==> config.mk <==
export PLATFORM = sky130hd
export DESIGN_NAME = multi_cycle_controller
export DESIGN_NICKNAME = d
export VERILOG_FILES = /design/src/rtl/pa_riscv_pkg.sv /design/src/rtl/multi_cycle_controller_alu_decoder.sv /design/src/rtl/multi_cycle_controller.sv
export SDC_FILE = /design/constraint.sdc
export NUM_CORES = 1
export LEC_CHECK = 0
export ABC_CLOCK_PERIOD_IN_PS = 3400
export CAP_MARGIN = 20
export CORE_ASPECT_RATIO = 0.75
export CORE_UTILIZATION = 50
export DETAILED_ROUTE_END_ITERATION = 10
export PLACE_DENSITY = 0.84
export SLEW_MARGIN = 10
export SYNTH_ARGS = -nofsm -noshare
export SYNTH_HDL_FRONTEND = slang
export SYNTH_SLANG_ARGS = --single-unit
==> constraint.sdc <==
create_clock -name i_clk -period 3.4 [get_ports i_clk]
set_input_delay 0.68 -clock i_clk [delete_from_list [all_inputs] [get_ports i_clk]]
set_output_delay 0.68 -clock i_clk [all_outputs]
set_load 0.02 [all_outputs]
==> src/rtl/pa_riscv_pkg.sv <==
// Shared RV32I control types: opcodes, FSM states, ALU operations, mux selects
// and fault causes for the multi-cycle controller.
package pa_riscv;

  localparam logic [6:0] OP_LW    = 7'b0000011;
  localparam logic [6:0] OP_SW    = 7'b0100011;
  localparam logic [6:0] OP_RTYPE = 7'b0110011;
  localparam logic [6:0] OP_ITYPE = 7'b0010011;
  localparam logic [6:0] OP_BTYPE = 7'b1100011;
  localparam logic [6:0] OP_JAL   = 7'b1101111;

  localparam logic [2:0] F3_ADD = 3'b000;
  localparam logic [2:0] F3_SLT = 3'b010;
  localparam logic [2:0] F3_OR  = 3'b110;
  localparam logic [2:0] F3_AND = 3'b111;
  localparam logic [2:0] F3_BEQ = 3'b000;
  localparam logic [2:0] F3_BNE = 3'b001;

  localparam logic [1:0] FAULT_NONE    = 2'b00;
  localparam logic [1:0] FAULT_ILLEGAL = 2'b01;
  localparam logic [1:0] FAULT_TIMEOUT = 2'b10;

  // STARTUP must stay encoding 0: every output reads 0 while in reset.
  typedef enum logic [3:0] {
    S_STARTUP, S_FETCH, S_DECODE, S_MEMADR, S_MEMREAD, S_MEMWB, S_MEMWRITE,
    S_EXECR, S_EXECI, S_ALUWB, S_BRANCH, S_JAL, S_FAULT
  } e_state;

  typedef enum logic [3:0] {ALU_ADD, ALU_SUB, ALU_AND, ALU_OR, ALU_SLT} e_aluOp;
  typedef enum logic [1:0] {SRCA_PC, SRCA_OLDPC, SRCA_RS1} e_srcA;
  typedef enum logic [1:0] {SRCB_RS2, SRCB_IMM, SRCB_FOUR} e_srcB;
  typedef enum logic [1:0] {RES_ALUOUT, RES_DATA, RES_ALURESULT} e_result;
  typedef enum logic [1:0] {ALUCL_ADD, ALUCL_SUB, ALUCL_FUNCT} e_aluClass;

endpackage

==> src/rtl/multi_cycle_controller_alu_decoder.sv <==
// ALU operation decode and instruction legality check; also used by the
// pipelined core, so it carries no state.
module alu_decoder
  import pa_riscv::*;
#(
  parameter int BNE_EN = 1
) (
  input  logic [6:0] i_opcode,
  input  logic [2:0] i_funct3,
  input  logic       i_funct7bit5,
  input  e_aluClass  i_aluOpClass,
  output e_aluOp     o_aluLogicOperation,
  output logic       o_illegal
);

  logic f3_alu_ok;

  always_comb begin
    f3_alu_ok = (i_funct3 == F3_ADD) || (i_funct3 == F3_SLT) ||
                (i_funct3 == F3_OR)  || (i_funct3 == F3_AND);

    o_illegal = 1'b1;
    case (i_opcode)
      OP_LW, OP_SW, OP_JAL: o_illegal = 1'b0;
      OP_RTYPE, OP_ITYPE:   o_illegal = !f3_alu_ok;
      OP_BTYPE:             o_illegal = !((i_funct3 == F3_BEQ) ||
                                          ((BNE_EN != 0) && (i_funct3 == F3_BNE)));
      default:              o_illegal = 1'b1;
    endcase

    o_aluLogicOperation = ALU_ADD;
    case (i_aluOpClass)
      ALUCL_SUB: o_aluLogicOperation = ALU_SUB;
      ALUCL_FUNCT: begin
        case (i_funct3)
          // funct7bit5 on an I-type is an immediate bit, so only R-type subtracts
          F3_ADD:  o_aluLogicOperation = (i_opcode == OP_RTYPE && i_funct7bit5) ? ALU_SUB : ALU_ADD;
          F3_AND:  o_aluLogicOperation = ALU_AND;
          F3_OR:   o_aluLogicOperation = ALU_OR;
          F3_SLT:  o_aluLogicOperation = ALU_SLT;
          default: o_aluLogicOperation = ALU_ADD;
        endcase
      end
      default: o_aluLogicOperation = ALU_ADD;
    endcase
  end

endmodule

==> src/rtl/multi_cycle_controller.sv <==
// Main control FSM of the multi-cycle RV32I core: sequences shared memory via
// req/ack, drives datapath enables per state, traps illegal ops and hung accesses.
module multi_cycle_controller
  import pa_riscv::*;
#(
  parameter int TIMEOUT_CYCLES = 256,
  parameter int BNE_EN         = 1,
  parameter int TOUT_W         = $clog2(TIMEOUT_CYCLES + 1)
) (
  input  logic       i_clk,
  input  logic       i_arst,
  input  logic [6:0] i_opcode,
  input  logic [2:0] i_funct3,
  input  logic       i_funct7bit5,
  input  logic       i_zeroFlag,
  input  logic       i_memAck,
  output logic       o_memReq,
  output logic       o_memWriteEn,
  output logic       o_adrSrc,
  output logic       o_pcWrite,
  output logic       o_irWrite,
  output logic       o_regWriteEn,
  output logic [1:0] o_aluSrcA,
  output logic [1:0] o_aluSrcB,
  output logic [1:0] o_resultSel,
  output logic [3:0] o_aluLogicOperation,
  output logic [1:0] o_fault,
  output logic [3:0] o_state
);

  localparam int WD_W = (TOUT_W > 0) ? TOUT_W : 1;
  localparam logic [WD_W-1:0] WD_LAST = (TIMEOUT_CYCLES > 0) ? WD_W'(TIMEOUT_CYCLES - 1) : '0;

  e_state          state_q, state_d;
  logic [1:0]      fault_q, fault_d;
  logic [WD_W-1:0] wd_q, wd_d;
  logic            mem_req, timeout, illegal;
  e_aluClass       alu_class;
  e_aluOp          alu_op;

  alu_decoder #(.BNE_EN(BNE_EN)) u_alu_dec (
    .i_opcode            (i_opcode),
    .i_funct3            (i_funct3),
    .i_funct7bit5        (i_funct7bit5),
    .i_aluOpClass        (alu_class),
    .o_aluLogicOperation (alu_op),
    .o_illegal           (illegal)
  );

  always_ff @(posedge i_clk or posedge i_arst) begin
    if (i_arst) begin
      state_q <= S_STARTUP;
      fault_q <= FAULT_NONE;
      wd_q    <= '0;
    end else begin
      state_q <= state_d;
      fault_q <= fault_d;
      wd_q    <= wd_d;
    end
  end

  // Timeout fires on the cycle the count would reach TIMEOUT_CYCLES; a
  // same-cycle ack suppresses it so the access completes normally.
  always_comb begin
    mem_req = (state_q == S_FETCH) || (state_q == S_MEMREAD) || (state_q == S_MEMWRITE);
    timeout = (TIMEOUT_CYCLES != 0) && mem_req && !i_memAck && (wd_q == WD_LAST);
    wd_d    = (mem_req && !i_memAck && !timeout) ? wd_q + WD_W'(1) : '0;
  end

  always_comb begin
    state_d      = state_q;
    fault_d      = fault_q;
    alu_class    = ALUCL_ADD;
    o_memReq     = 1'b0;
    o_memWriteEn = 1'b0;
    o_adrSrc     = 1'b0;
    o_pcWrite    = 1'b0;
    o_irWrite    = 1'b0;
    o_regWriteEn = 1'b0;
    o_aluSrcA    = SRCA_PC;
    o_aluSrcB    = SRCB_RS2;
    o_resultSel  = RES_ALUOUT;

    case (state_q)
      S_STARTUP: state_d = S_FETCH;
      S_FETCH: begin
        o_memReq    = 1'b1;
        o_aluSrcA   = SRCA_PC;
        o_aluSrcB   = SRCB_FOUR;
        o_resultSel = RES_ALURESULT;
        o_pcWrite   = i_memAck;
        o_irWrite   = i_memAck;
        if (i_memAck) state_d = S_DECODE;
      end
      S_DECODE: begin
        o_aluSrcA = SRCA_OLDPC;
        o_aluSrcB = SRCB_IMM;
        if (illegal) begin
          state_d = S_FAULT;
          fault_d = FAULT_ILLEGAL;
        end else begin
          case (i_opcode)
            OP_LW, OP_SW: state_d = S_MEMADR;
            OP_RTYPE:     state_d = S_EXECR;
            OP_ITYPE:     state_d = S_EXECI;
            OP_BTYPE:     state_d = S_BRANCH;
            OP_JAL:       state_d = S_JAL;
            default: begin
              state_d = S_FAULT;
              fault_d = FAULT_ILLEGAL;
            end
          endcase
        end
      end
      S_MEMADR: begin
        o_aluSrcA = SRCA_RS1;
        o_aluSrcB = SRCB_IMM;
        state_d   = (i_opcode == OP_SW) ? S_MEMWRITE : S_MEMREAD;
      end
      S_MEMREAD: begin
        o_memReq = 1'b1;
        o_adrSrc = 1'b1;
        if (i_memAck) state_d = S_MEMWB;
      end
      S_MEMWB: begin
        o_resultSel  = RES_DATA;
        o_regWriteEn = 1'b1;
        state_d      = S_FETCH;
      end
      S_MEMWRITE: begin
        o_memReq     = 1'b1;
        o_memWriteEn = 1'b1;
        o_adrSrc     = 1'b1;
        if (i_memAck) state_d = S_FETCH;
      end
      S_EXECR: begin
        o_aluSrcA = SRCA_RS1;
        o_aluSrcB = SRCB_RS2;
        alu_class = ALUCL_FUNCT;
        state_d   = S_ALUWB;
      end
      S_EXECI: begin
        o_aluSrcA = SRCA_RS1;
        o_aluSrcB = SRCB_IMM;
        alu_class = ALUCL_FUNCT;
        state_d   = S_ALUWB;
      end
      S_ALUWB: begin
        o_resultSel  = RES_ALUOUT;
        o_regWriteEn = 1'b1;
        state_d      = S_FETCH;
      end
      S_BRANCH: begin
        o_aluSrcA   = SRCA_RS1;
        o_aluSrcB   = SRCB_RS2;
        alu_class   = ALUCL_SUB;
        o_resultSel = RES_ALUOUT;
        o_pcWrite   = i_zeroFlag ^ ((BNE_EN != 0) && (i_funct3 == F3_BNE));
        state_d     = S_FETCH;
      end
      S_JAL: begin
        o_aluSrcA   = SRCA_OLDPC;
        o_aluSrcB   = SRCB_FOUR;
        o_resultSel = RES_ALUOUT;
        o_pcWrite   = 1'b1;
        state_d     = S_ALUWB;
      end
      S_FAULT: state_d = S_FAULT;
      default: state_d = S_STARTUP;
    endcase

    if (timeout) begin
      state_d = S_FAULT;
      fault_d = FAULT_TIMEOUT;
    end
  end

  assign o_aluLogicOperation = alu_op;
  assign o_fault             = fault_q;
  assign o_state             = state_q;

endmodule

==> results.toml <==
[critical_path]
r2r-end = "o_state[2]$_DFFE_PP0P_"
reg2reg_from = "wd_q[0]$_DFF_PP0_"
critPathTopFamily = "buffers and inverters"
rrSetupSlack_ns = 1.31
worst-path-buf-inv = 2
path_max_fanout = 2
critPathLaunchType = "input port"
max_stage_delay_ns = 0.55
crit_type = "input port to output pin"
reg2reg_depth = 9
cp.arrival_ns = 2.64
crit_chain = "clkdlybuf4s50_1 -> or4b_1 -> o41ai_2 -> a31oi_1 -> nor2_1 -> dlygate4sd2_1"
required_ns = 2.72
critPathCaptureType = "output pin"
slowest_stage = "or4b_1"

[sta]
rsz0062_at_grt = "false"
finClkSkew_ns = 0.00199
setup_viol = 0
hold_slack_ns = 0.501
fin_crit_sh = 0.976
maxSlewHeadroom = 0.627
worstMarginPinSlew_ns = 0.559
report.final.hold_viol_count = 0
report.final.slew_viol_count = 0
fmax_ghz = 0.301
fin_crit_ns = 3.32

[die]
num_rows = 15
ios = 37
die_area_sq_um = 2700
chipHeight_um = 45.2
die_w_um = 59.6
core-area_sq_um = 2330
start_util = 0.535

[logic_synthesis]
ys_seq_elements = 15
synth_top_area_frac = 0.301
ys.flop_type = "dfrtp_1"
syn-instance-count = 159
synth.distinct_cells = 43
ys_seq_area_frac = 0.301
synth_area_leaders = "dfrtp_1 (30%), nor2_1 (6.0%), xor2_1 (4.2%)"
yosysMostFrequentCell = "nor2_1"
avgSynthCellArea_sq_um = 7.84
synth_area_sq_um = 1250
ys_warn_count = 0
synthArstFlopShare = 1.00
synth_common_cells = "nor2_1 (20), dfrtp_1 (15), nand2_1 (12), inv_1 (10), a21oi_1 (9)"
synth_edf_count = 0
syn-num-nets = 178
synth_area_leader_cell = "dfrtp_1"

[drt]
wire_per_inst_um = 13.7
ant_nets = 0
vias = 1327
firstDrtPassIters = 4
vias_per_cell = 5.62
drt_iter0_markers = 116
wl_mm = 3.23
drc = 0

[global_route]
track_usage = 0.254
grt_max_degree = 21
grt_pass1_wl_mm = 5.20
grt_pass1_vias = 1193
grt_antenna_before_repair = 0
overflow = 0

[cells_and_area]
antenna_cells = 0
layout-drive-gt1-share = 0.104
fin_util = 0.742
area_delta_synth_final_pct = 38.7
nNetsFinal = 222
layoutNonFillerInstCount = 236

[job]
max_cap_viol_count = 0

[cts]
hold_buffers = 0
clockBufferDepth = 2
cts_max_level = 1
cts_root_buffer = "clkbuf_4"
cts_tree = "yes"
cts_sinks = 15
cts_made_buffers = 3
clk_pin_slew_worst_paths_ns = 0.08
insertion_delay_ns = 0.28

[power]
seq_power_share = 0.233
powerDensity_nw_per_um2 = 567
sw_frac_of_total = 0.450
ir_drop_v = 0.000288
p_switching_uw = 441
p_clk_frac = 0.101
p_comb_frac = 0.666
p_leak_uw = 0.000765
p_int_uw = 539
finalPower_uw = 980

[hold_path]
hold_start = "wd_q[0]$_DFF_PP0_"
min_to = "wd_q[0]$_DFF_PP0_"
hold_class = "flop to flop"
hold_path_depth = 1

[outcome]
status = "finished, final reports clean"

[place]
io_buffer_count = 35
dp_hpwl_mm = 2.52
gp_congestion = 0.837
dp.cells = 232
-- cell usage in the layout (no fill, tap or decap), types with 5 or more instances in the layout --
cell / synthesis / layout
inv_1: 10 / 10
nor2_1: 20 / 20
nand2b_1: 7 / 7
clkdlybuf4s50_1: 0 / 33
dfrtp_1: 15 / 15
nand2_1: 12 / 12
a21oi_1: 9 / 9
o21ai_0: 7 / 7
buf_4: 1 / 10
nor3b_1: 5 / 5
xor2_1: 6 / 6
nor2b_1: 6 / 6
-- power by group through the flow --
stage / logic (uW) / registers [uW] / clock network [uW]
4_1_cts: 647 / 228 / 101
2_1_floorplan: 358 / 252 / 0
3_3_place_gp: 631 / 229 / 0
6_report: 652 / 229 / 99.1
5_1_grt: 706 / 231 / 112
3_5_place_dp: 644 / 232 / 0
-- how the worst max path moves through the flow --
stage / from / to / depth (start not counted)
floorplan: o_state[2]$_DFFE_PP0P_ / o_aluLogicOperation[2] / 5
global placement: i_opcode[6] / o_aluLogicOperation[0] / 6
finish: i_opcode[3] / o_aluLogicOperation[0] / 6
global route: i_opcode[3] / o_aluLogicOperation[0] / 6
CTS: o_state[2]$_DFFE_PP0P_ / o_aluLogicOperation[2] / 5
detailed placement: i_opcode[3] / o_aluLogicOperation[0] / 6
-- final cells by class --
cell class                      instances  area, sq um
Fill cell                             198          599
Timing Repair Buffer                   45          427
Tap cell                               34         42.5
Sequential cell                        15          375
Inverter                               10         37.5
Multi-Input combinational cell        128          820
Clock buffer                            4         26.3
-- logic make-up (layout without fill, tap and decap cells) --
family	count (synthesis)	after routing	share of synthesized area
adders and majority gates	5	5	0.0482
xor gates and xnor gates	9	9	0.0633
buffers and inverters	16	59	0.0512
DFF	15	15	0.301
and+or+nand+nor	78	78	0.347
AOI/OAI and AO/OA	35	35	0.186
other	1	1	0.00301
-- what timing repair did --
item,4_1_cts,5_1_grt
resized for setup,2,2
endpoints found under the setup margin,1,1
buffers inserted,0,0
pin swaps,0,0
-- registers in the layout (all words and copies together), names as in the netlist --
name and count:
o_fault 2, o_state 4, wd_q 9
-- through the flow --
step                      setup TNS (ns)  area (sq um)  setup WS [ns]
after global routing                   0          1730         0.0175
after detailed placement          -0.258          1690         -0.258
after CTS                              0          1720         0.0494
final                                  0          1730         0.0811
after floorplan                        0          1250          0.527
after global placement           -0.0738          1690        -0.0738
-- worst register-to-register path, stage by stage (launching register included) --
cell	delay, ns
dfrtp_1	0.42
ha_1	0.24
nand3_1	0.13
nor2_1	0.09
and3_1	0.18
ha_1	0.21
nor2b_1	0.18
o21ai_0	0.17
a21oi_1	0.09
o31a_1	0.28
-- metal layers --
metal / track usage / vias to the layer above / wire length [um]
li1: - / 646 / -
met1: 0.348 / 623 / 1500
met2: 0.424 / 56 / 1530
met3: 0.0344 / 2 / 187
met4: 0.0651 / 0 / 16
met5: 0 / - / 0
No activity file was read; power rests on OpenSTA's default activity.
